--- src/rtl/clock_divider_prog_if.sv ---
`default_nettype none
// ============================================================================
// Module      : clock_divider_prog_if
// Description : Control/status bundle of the programmable clock divider.
// Revision    : 1.0 - initial release
// ============================================================================
interface clock_divider_prog_if #(
    parameter int CNT_W = 27
);
    logic             enable;
    logic             cfg_valid;
    logic [CNT_W-1:0] cfg_div;
    logic             scaledClock;
    logic             tick;
    logic [CNT_W-1:0] active_div;
    logic             cfg_busy;
    logic             cfg_err;

    modport master (
        output enable,
        output cfg_valid,
        output cfg_div,
        input  scaledClock,
        input  tick,
        input  active_div,
        input  cfg_busy,
        input  cfg_err
    );

    modport slave (
        input  enable,
        input  cfg_valid,
        input  cfg_div,
        output scaledClock,
        output tick,
        output active_div,
        output cfg_busy,
        output cfg_err
    );
endinterface : clock_divider_prog_if
`default_nettype wire

--- src/rtl/clock_divider_prog.sv ---
`default_nettype none
// ============================================================================
// Module      : clock_divider_prog
// Description : Run-time reprogrammable 50 % duty divider with tick strobe.
// Revision    : 1.0 - initial release
// ============================================================================
module clock_divider_prog #(
    parameter int CNT_W       = 27,
    parameter int DIV_DEFAULT = 50000
) (
    input  logic                 CLOCK_50,
    input  logic                 reset,
    clock_divider_prog_if.slave  bus
);

    localparam logic [CNT_W-1:0] c_DIV_DEFAULT = CNT_W'(DIV_DEFAULT);
    localparam logic [CNT_W-1:0] c_ONE         = CNT_W'(1);

    logic [CNT_W-1:0] count_q,       count_d;
    logic [CNT_W-1:0] active_div_q,  active_div_d;
    logic [CNT_W-1:0] pending_div_q, pending_div_d;
    logic             pending_q,     pending_d;
    logic             scaled_q,      scaled_d;
    logic             tick_q,        tick_d;
    logic             cfg_err_q,     cfg_err_d;

    logic             w_cfg_write;
    logic             w_cfg_illegal;
    logic             w_boundary;
    logic             w_apply;

    assign w_cfg_write   = bus.cfg_valid && (bus.cfg_div != '0);
    assign w_cfg_illegal = bus.cfg_valid && (bus.cfg_div == '0);
    // Exact equality: count clears at H-1, so each half-period is H cycles.
    assign w_boundary    = bus.enable && (count_q == (active_div_q - c_ONE));
    // A pending divisor only takes effect where no half-period is in flight.
    assign w_apply       = pending_q && (w_boundary || !bus.enable);

    always_comb begin
        count_d       = count_q;
        active_div_d  = active_div_q;
        pending_div_d = pending_div_q;
        pending_d     = pending_q;
        scaled_d      = scaled_q;
        tick_d        = 1'b0;
        cfg_err_d     = w_cfg_illegal;

        if (!bus.enable) begin
            count_d = '0;
        end else if (w_boundary) begin
            count_d  = '0;
            scaled_d = ~scaled_q;
            tick_d   = 1'b1;
        end else begin
            count_d = count_q + c_ONE;
        end

        if (w_apply) begin
            active_div_d = pending_div_q;
            pending_d    = 1'b0;
        end

        // A write landing on the boundary re-arms pending for the next one.
        if (w_cfg_write) begin
            pending_div_d = bus.cfg_div;
            pending_d     = 1'b1;
        end
    end

    always_ff @(posedge CLOCK_50) begin
        if (reset) begin
            count_q       <= '0;
            active_div_q  <= c_DIV_DEFAULT;
            pending_div_q <= c_DIV_DEFAULT;
            pending_q     <= 1'b0;
            scaled_q      <= 1'b0;
            tick_q        <= 1'b0;
            cfg_err_q     <= 1'b0;
        end else begin
            count_q       <= count_d;
            active_div_q  <= active_div_d;
            pending_div_q <= pending_div_d;
            pending_q     <= pending_d;
            scaled_q      <= scaled_d;
            tick_q        <= tick_d;
            cfg_err_q     <= cfg_err_d;
        end
    end

    assign bus.scaledClock = scaled_q;
    assign bus.tick        = tick_q;
    assign bus.active_div  = active_div_q;
    assign bus.cfg_busy    = pending_q;
    assign bus.cfg_err     = cfg_err_q;

endmodule : clock_divider_prog
`default_nettype wire

--- src/flat_wrapper.sv ---
// flat-port wrapper written by rule: the top's interface ports become plain ports
module clock_divider_prog_flat 
#(
    parameter int CNT_W       = 27,
    parameter int DIV_DEFAULT = 50000
)
  (CLOCK_50, reset, bus_enable, bus_cfg_valid, bus_cfg_div, bus_scaledClock, bus_tick, bus_active_div, bus_cfg_busy, bus_cfg_err);
  clock_divider_prog_if #(.CNT_W(CNT_W)) bus_i ();
  input  logic CLOCK_50;
  input  logic reset;
  input wire logic [$bits(bus_i.enable)-1:0] bus_enable;
  input wire logic [$bits(bus_i.cfg_valid)-1:0] bus_cfg_valid;
  input wire logic [$bits(bus_i.cfg_div)-1:0] bus_cfg_div;
  output wire logic [$bits(bus_i.scaledClock)-1:0] bus_scaledClock;
  output wire logic [$bits(bus_i.tick)-1:0] bus_tick;
  output wire logic [$bits(bus_i.active_div)-1:0] bus_active_div;
  output wire logic [$bits(bus_i.cfg_busy)-1:0] bus_cfg_busy;
  output wire logic [$bits(bus_i.cfg_err)-1:0] bus_cfg_err;
  assign bus_i.enable = bus_enable;
  assign bus_i.cfg_valid = bus_cfg_valid;
  assign bus_i.cfg_div = bus_cfg_div;
  assign bus_scaledClock = bus_i.scaledClock;
  assign bus_tick = bus_i.tick;
  assign bus_active_div = bus_i.active_div;
  assign bus_cfg_busy = bus_i.cfg_busy;
  assign bus_cfg_err = bus_i.cfg_err;
  clock_divider_prog #(.CNT_W(CNT_W), .DIV_DEFAULT(DIV_DEFAULT)) u_core (.CLOCK_50(CLOCK_50), .reset(reset), .bus(bus_i));
endmodule
--- config.mk ---
export PLATFORM = sky130hd
export DESIGN_NAME = clock_divider_prog_flat
export DESIGN_NICKNAME = d
export VERILOG_FILES = /design/src/rtl/clock_divider_prog_if.sv /design/src/rtl/clock_divider_prog.sv /design/src/flat_wrapper.sv
export SDC_FILE = /design/constraint.sdc
export NUM_CORES = 1
export LEC_CHECK = 0
export CAP_MARGIN = 30
export CORE_ASPECT_RATIO = 1.4
export CORE_MARGIN = 5
export CORE_UTILIZATION = 55
export CTS_CLUSTER_SIZE = 8
export DETAILED_ROUTE_END_ITERATION = 16
export PLACE_DENSITY_LB_ADDON = 0.25
export SYNTH_ARGS = -nofsm -noshare
export SYNTH_HDL_FRONTEND = slang
export SYNTH_SLANG_ARGS = --single-unit
--- constraint.sdc ---
create_clock -name CLOCK_50 -period 4.35 [get_ports CLOCK_50]
set_input_delay 0.6525 -clock CLOCK_50 [delete_from_list [all_inputs] [get_ports CLOCK_50]]
set_output_delay 0.6525 -clock CLOCK_50 [all_outputs]
set_load 0.01 [all_outputs]
==> metrics.txt, run 1 <==
Syn Nets=537; Antenna Violating Nets Remaining=0; total of max-cap violations=0; worst relative slew slack=59.8%; clk slew on worst S/H paths=0.08 ns; Cells after Synth=roughly 500; H-tree levels=3; # hold bufs at CTS=0; crit path buf inv count=2; total net switching power=between 300 and 400 uW; Cell variety after synth=51; delay-heaviest family, CP=simple AND/OR/NAND/NOR gates; total CTS buffers=9; register area share after synthesis=39.2%; Worst-Skew Late Latency=around 0.37 ns; asr flop ratio synth=0%; Final Util=66.6%; Gate power share=9.4%; cell area power density=~290 nW/um^2; DR iter-0 viols=approximately 300; most common library cells after synthesis=97 x nor2_1, 85 x dfxtp_1, 43 x mux2i_1, 32 x xor2_1, 26 x xnor2_1; Inst Count DP=642; unrepaired setup endpoints after global routing=no; YS warnings=0; crit path launch type=flip-flop; drt via density=5.70; Post-synth EDFFs=0; CTS Sinks=85; Yosys reg bits=85; Sw Share=26.4%; initial antenna violation count=0; critical path cell sequence=inv_1, ha_1, nor4b_2, nand2_1, nor4_1, mux2i_1, o21ai_1, o41ai_4, buf_4, mux2i_1, nor2_1; most frequent cell after synthesis=nor2_1; CTS tree=built; CP max-delay cell=nor4b_2; first-pass GRT wire length=16.9 mm; Mapped Area=4340 um^2; clk root buf=clkbuf_8; crit path time final=3.76 ns; Final Hold Fails=0; internal power=roughly 1100 uW; DPL Wire Length=7.59 mm; area leader, netlist=dfxtp_1; Tcrit/Tclk final=86.5%; worst slew pin tran=~0.6 ns; Post-CTS Resized=0; CTS max path bufs=2; io pins=62; Routed WL per cell=about 16 um; max incr delay on CP=~0.57 ns; IR drop worst, VDD=0.254 mV; Setup-failing EPs final=0; antenna cell count=0; gr usage total=21.3%; total negative slack=0 ns; WP data arrival=4.01 ns; area of the die=9790 um^2; Avg Cell Area, Syn=8.61 um^2; Buffers on Ports=61; status=complete, no violations; Worst Clk Skew=~0.0089 ns; # rows=38; clock share of power=a little over a third; DRC viols=0; Layout area overhead=18.9%; CP dominant cell by count=mux2i_1; synth top area cells=dfxtp_1 39%, mux2i_1 9.9%, nor2_1 8.4%; layout cell share with drive strength beyond 1=5.02%; fmax=around 0.27 GHz; top cell type's share of synthesized area=39.2%; crit path max fanout=33; initial core utilization=56.0%; largest net degree at the start of global routing=35; Total Routed Length=10.3 mm; Vias=3748; Die Width=85.1 um; final net count=586; WP data required=approximately 4.6 ns; non-filler cells, final=~660; Hold Crit Class=reg2reg; Setup Buffers After CTS=0; GPL Wtd Cong=slightly above 0.9; critical path endpoint category=flip-flop; Max Slew Vio Count=0; Leak=0.00193 uW; grt ovf=0; Crit Path Class=reg2reg; DRT Pass-1 Iters=4; Die Span Y=115 um; number of global-route vias before repair=3570; commonest register cell after synthesis=dfxtp_1; core area=approximately 7700 um^2; Seq pwr share=55.9%
-- final timing paths --
path	startpoint	to	slack, ns	cells after the start
max reg2reg	u_core.bus.active_div[0]$_SDFFE_PP0P_	u_core.bus.active_div[5]$_SDFFE_PP0P_	0.59	11
min reg2reg	u_core.pending_div_q[13]$_SDFFE_PP0P_	u_core.pending_div_q[13]$_SDFFE_PP0P_	0.46	2
min	u_core.pending_div_q[13]$_SDFFE_PP0P_	u_core.pending_div_q[13]$_SDFFE_PP0P_	0.46	2
max	u_core.bus.active_div[0]$_SDFFE_PP0P_	u_core.bus.active_div[5]$_SDFFE_PP0P_	0.59	11
-- metal layers --
metal  track usage, %  wire length, um  share of wire [%]  vias to the layer above
met5                0                0                  0                        -
met4             9.82              223                2.2                        0
met3             4.52              612                6.0                       22
met2             35.4             4940                 48                      111
met1             26.4             4490                 44                     1752
li1                 -                -                  -                     1863
-- metrics by stage --
stage	total power, uW	area (um^2)	worst slack [ns]	hold WS (ns)
final	1470	5160	0.589	0.463
after global routing	1530	5160	0.402	0.486
after CTS	1480	5160	0.670	0.465
after detailed placement	979	4990	0.705	0.451
after global placement	974	4990	0.824	0.444
after floorplan	917	4340	1.19	0.436
-- flip-flops by register name (all words and copies together), names as in the netlist --
name / count
u_core.bus.active_div: 27
u_core.count_q: 27
u_core.pending_div_q: 27
u_core.bus.cfg_busy: 1
u_core.bus.cfg_err: 1
u_core.bus.scaledClock: 1
u_core.bus.tick: 1
-- final cells by class --
cell class                      count  area [um^2]
Fill cell                         644         2590
Multi-Input combinational cell    376         2460
Sequential cell                    85         1700
Timing Repair Buffer               66          643
Clock buffer                       10          128
Tap cell                          100          125
Inverter                           15         56.3
Clock inverter                      6         46.3
-- worst min-delay path: cells and delay by family (launching register included) --
family | cells | cell delay [ns]
flops | 1 | 0.32
simple gates | 1 | 0.05
compound gates | 1 | 0.05
-- logic make-up (layout without fill, tap and decap cells) --
family	Yosys count	count (layout)	share of synthesized area, %
simple gates	226	226	25.9
buf+inv	43	97	4.33
xor+xnor	58	58	11.7
compound gates	47	47	8.39
flops	85	85	39.2
fa+ha+maj	2	2	0.577
mux	43	43	9.92
-- cells in the final DEF (no fill, tap or decap), types with 3 or more instances in the layout --
cell type	count
xnor2_1	26
a21oi_1	12
a211oi_1	7
clkbuf_8	9
a211o_1	5
nand2_1	25
nand3b_1	4
nand2b_1	4
and3_1	7
nor3_1	18
clkdlybuf4s50_1	60
inv_1	15
nor4_1	19
nor2_1	97
dfxtp_1	85
buf_4	5
nand4_1	9
and4_1	3
mux2i_1	43
o21ai_0	4
nand3_1	22
xor2_1	32
-- power by group through the flow --
| stage | Clock [uW] | Sequential (uW) | Combinational, uW |
|---|---|---|---|
| after global placement | 0 | 839 | 135 |
| after floorplan | 0 | 834 | 83.2 |
| after CTS | 519 | 822 | 140 |
| final | 510 | 822 | 139 |
| after global routing | 553 | 826 | 152 |
| after detailed placement | 0 | 840 | 139 |
Power figures use the tool's default switching activity.
==> inputs of run 2 (changes only) <==
--- a/config.mk
+++ b/config.mk
@@ -12,6 +12,7 @@
 export CTS_CLUSTER_SIZE = 8
 export DETAILED_ROUTE_END_ITERATION = 16
 export PLACE_DENSITY_LB_ADDON = 0.25
+export SKIP_LAST_GASP = 1
 export SYNTH_ARGS = -nofsm -noshare
 export SYNTH_HDL_FRONTEND = slang
 export SYNTH_SLANG_ARGS = --single-unit
==> results of run 2 <==
Same layout as run 1: the final DEF is identical, and so are final timing and power.
==> RTL edit: new RTL, config.mk and constraints of run 1 <==
`CNT_W` is set to 27 in 3 places; all go to 31.
--- a/src/rtl/clock_divider_prog_if.sv
+++ b/src/rtl/clock_divider_prog_if.sv
@@ -5,7 +5,7 @@
 // Revision    : 1.0 - initial release
 // ============================================================================
 interface clock_divider_prog_if #(
-    parameter int CNT_W = 27
+    parameter int CNT_W = 31
 );
     logic             enable;
     logic             cfg_valid;
--- a/src/rtl/clock_divider_prog.sv
+++ b/src/rtl/clock_divider_prog.sv
@@ -5,7 +5,7 @@
 // Revision    : 1.0 - initial release
 // ============================================================================
 module clock_divider_prog #(
-    parameter int CNT_W       = 27,
+    parameter int CNT_W       = 31,
     parameter int DIV_DEFAULT = 50000
 ) (
     input  logic                 CLOCK_50,
--- a/src/flat_wrapper.sv
+++ b/src/flat_wrapper.sv
@@ -1,7 +1,7 @@
 // flat-port wrapper written by rule: the top's interface ports become plain ports
 module clock_divider_prog_flat 
 #(
-    parameter int CNT_W       = 27,
+    parameter int CNT_W       = 31,
     parameter int DIV_DEFAULT = 50000
 )
   (CLOCK_50, reset, bus_enable, bus_cfg_valid, bus_cfg_div, bus_scaledClock, bus_tick, bus_active_div, bus_cfg_busy, bus_cfg_err);
Interface: changed (resized bus_active_div and bus_cfg_div); port bits go from 62 to 70. No check against the original RTL was run, so the function may have changed too.
==> RTL edit against run 1 <==
Wire length increased by 16%; worst setup slack improved by 0.10 ns; design area increased by 16%; synthesized area increased by 14%; sequential cell count increased by 12; total power increased by 36%; die area increased by 12%; maximum frequency increased by 2.8%; non-clock buffer count increased by 8; critical path type unchanged; largest cell class unchanged.
==> RTL edit: results (changes against run 1) <==
OUTCOME
-----------------------------------------------------------------------------
Run status .....................................................    completed   unchanged

SYNTH
-----------------------------------------------------------------------------
Net Count, Synth ...............................................          603   was 537
Synth Area in XOR/XNOR .........................................        0.114   was 0.117
Part of the Yosys area used for sequential elements ............        0.394   was 0.392
Post-synth top cells ........................................... 114 x sky130_fd_sc_hd__nor2_1, 97 x sky130_fd_sc_hd__dfxtp_1, 51 x sky130_fd_sc_hd__mux2i_1, 34 x sky130_fd_sc_hd__xnor2_1, 30 x sky130_fd_sc_hd__xor2_1   was 97 x sky130_fd_sc_hd__nor2_1, 85 x sky130_fd_sc_hd__dfxtp_1, 43 x sky130_fd_sc_hd__mux2i_1, 32 x sky130_fd_sc_hd__xor2_1, 26 x sky130_fd_sc_hd__xnor2_1
Area share of the largest cell type after synthesis ............        0.394   was 0.392
Library cells used by synthesis ................................           57   was 51
Area share of fa/ha/maj cells after synthesis ..................      0.00508   was 0.00577
Cell count after synthesis .....................................          566   was 504

PLACEMENT
-----------------------------------------------------------------------------
Worst slack at placement .......................................     0.796 ns   was 0.705 ns
Placement Cell Area ............................................     5640 µm²   was 4990 µm²
Instance count after placement with tap cells included .........          715   was 642
Routability congestion estimate from global placement ..........        0.856   was 0.911

GLOBAL ROUTE
-----------------------------------------------------------------------------
Number of global-route vias before repair ......................         4082   was 3570
Global-route usage over all layers .............................        0.221   was 0.213
Global-route wire length before repair .........................     20000 µm   was 16900 µm
Met3 track demand over resource ................................       0.0321   was 0.0452

PWR
-----------------------------------------------------------------------------
Combinational share of power ...................................        0.086   was 0.094
Seq power ......................................................   0.000937 W   was 0.000822 W
Tot Pwr ........................................................    0.00200 W   was 0.00147 W
Worst-case vdd ir drop .........................................       264 µV   was 254 µV
Reported leakage power .........................................      2.25 nW   was 1.93 nW
Switching share of power .......................................        0.240   was 0.264

DRT
-----------------------------------------------------------------------------
Iteration-0 DRC Markers ........................................          323   was 296
DRT Pass-1 Iters ...............................................            6   was 4
Detailed-route wire length on metal 1 ..........................      5160 µm   was 4490 µm
Vias ...........................................................         4217   was 3748
Met2 wire len ..................................................      5860 µm   was 4940 µm

CLOCKING
-----------------------------------------------------------------------------
Insertion delay to the later sink of the worst-skew pair .......      0.34 ns   was 0.37 ns
Master cell of the clock root buffer ........................... sky130_fd_sc_hd__clkbuf_16   was sky130_fd_sc_hd__clkbuf_8

FINISH
-----------------------------------------------------------------------------
Number of standard cells in the final layout excluding fillers .          731   was 658
Fillers ........................................................          743   was 644
# nets final ...................................................          656   was 586

STA
-----------------------------------------------------------------------------
Slew @ Worst Pin ...............................................     0.738 ns   was 0.602 ns

CRITICAL PATH
-----------------------------------------------------------------------------
Crit Path Max Fanout ...........................................           37   was 33
Data arrival time of the critical path .........................      3.90 ns   was 4.01 ns

RTL edit: final cells by class:
cell class / count / area (µm²) / share of cell area
clock buffers: 9 / 225 / 0.0377
clock inverters: 7 / 109 / 0.0182
inverters: 18 / 67.6 / 0.0113
multi-input cells: 419 / 2760 / 0.462
flip-flops and latches: 97 / 1940 / 0.325
well taps: 107 / 134 / 0.0224
repair buffers: 74 / 736 / 0.123
RTL edit: path summary, 6_finish.rpt:
kind	startpoint	endpoint	slack, ns
setup / recovery	u_core.bus.active_div[0]$_SDFFE_PP0P_	u_core.bus.active_div[4]$_SDFFE_PP1P_	0.69
hold reg to reg	u_core.pending_div_q[16]$_SDFFE_PP0P_	u_core.pending_div_q[16]$_SDFFE_PP0P_	0.46
setup reg to reg	u_core.bus.active_div[0]$_SDFFE_PP0P_	u_core.bus.active_div[4]$_SDFFE_PP1P_	0.69
hold / removal	u_core.pending_div_q[16]$_SDFFE_PP0P_	u_core.pending_div_q[16]$_SDFFE_PP0P_	0.46
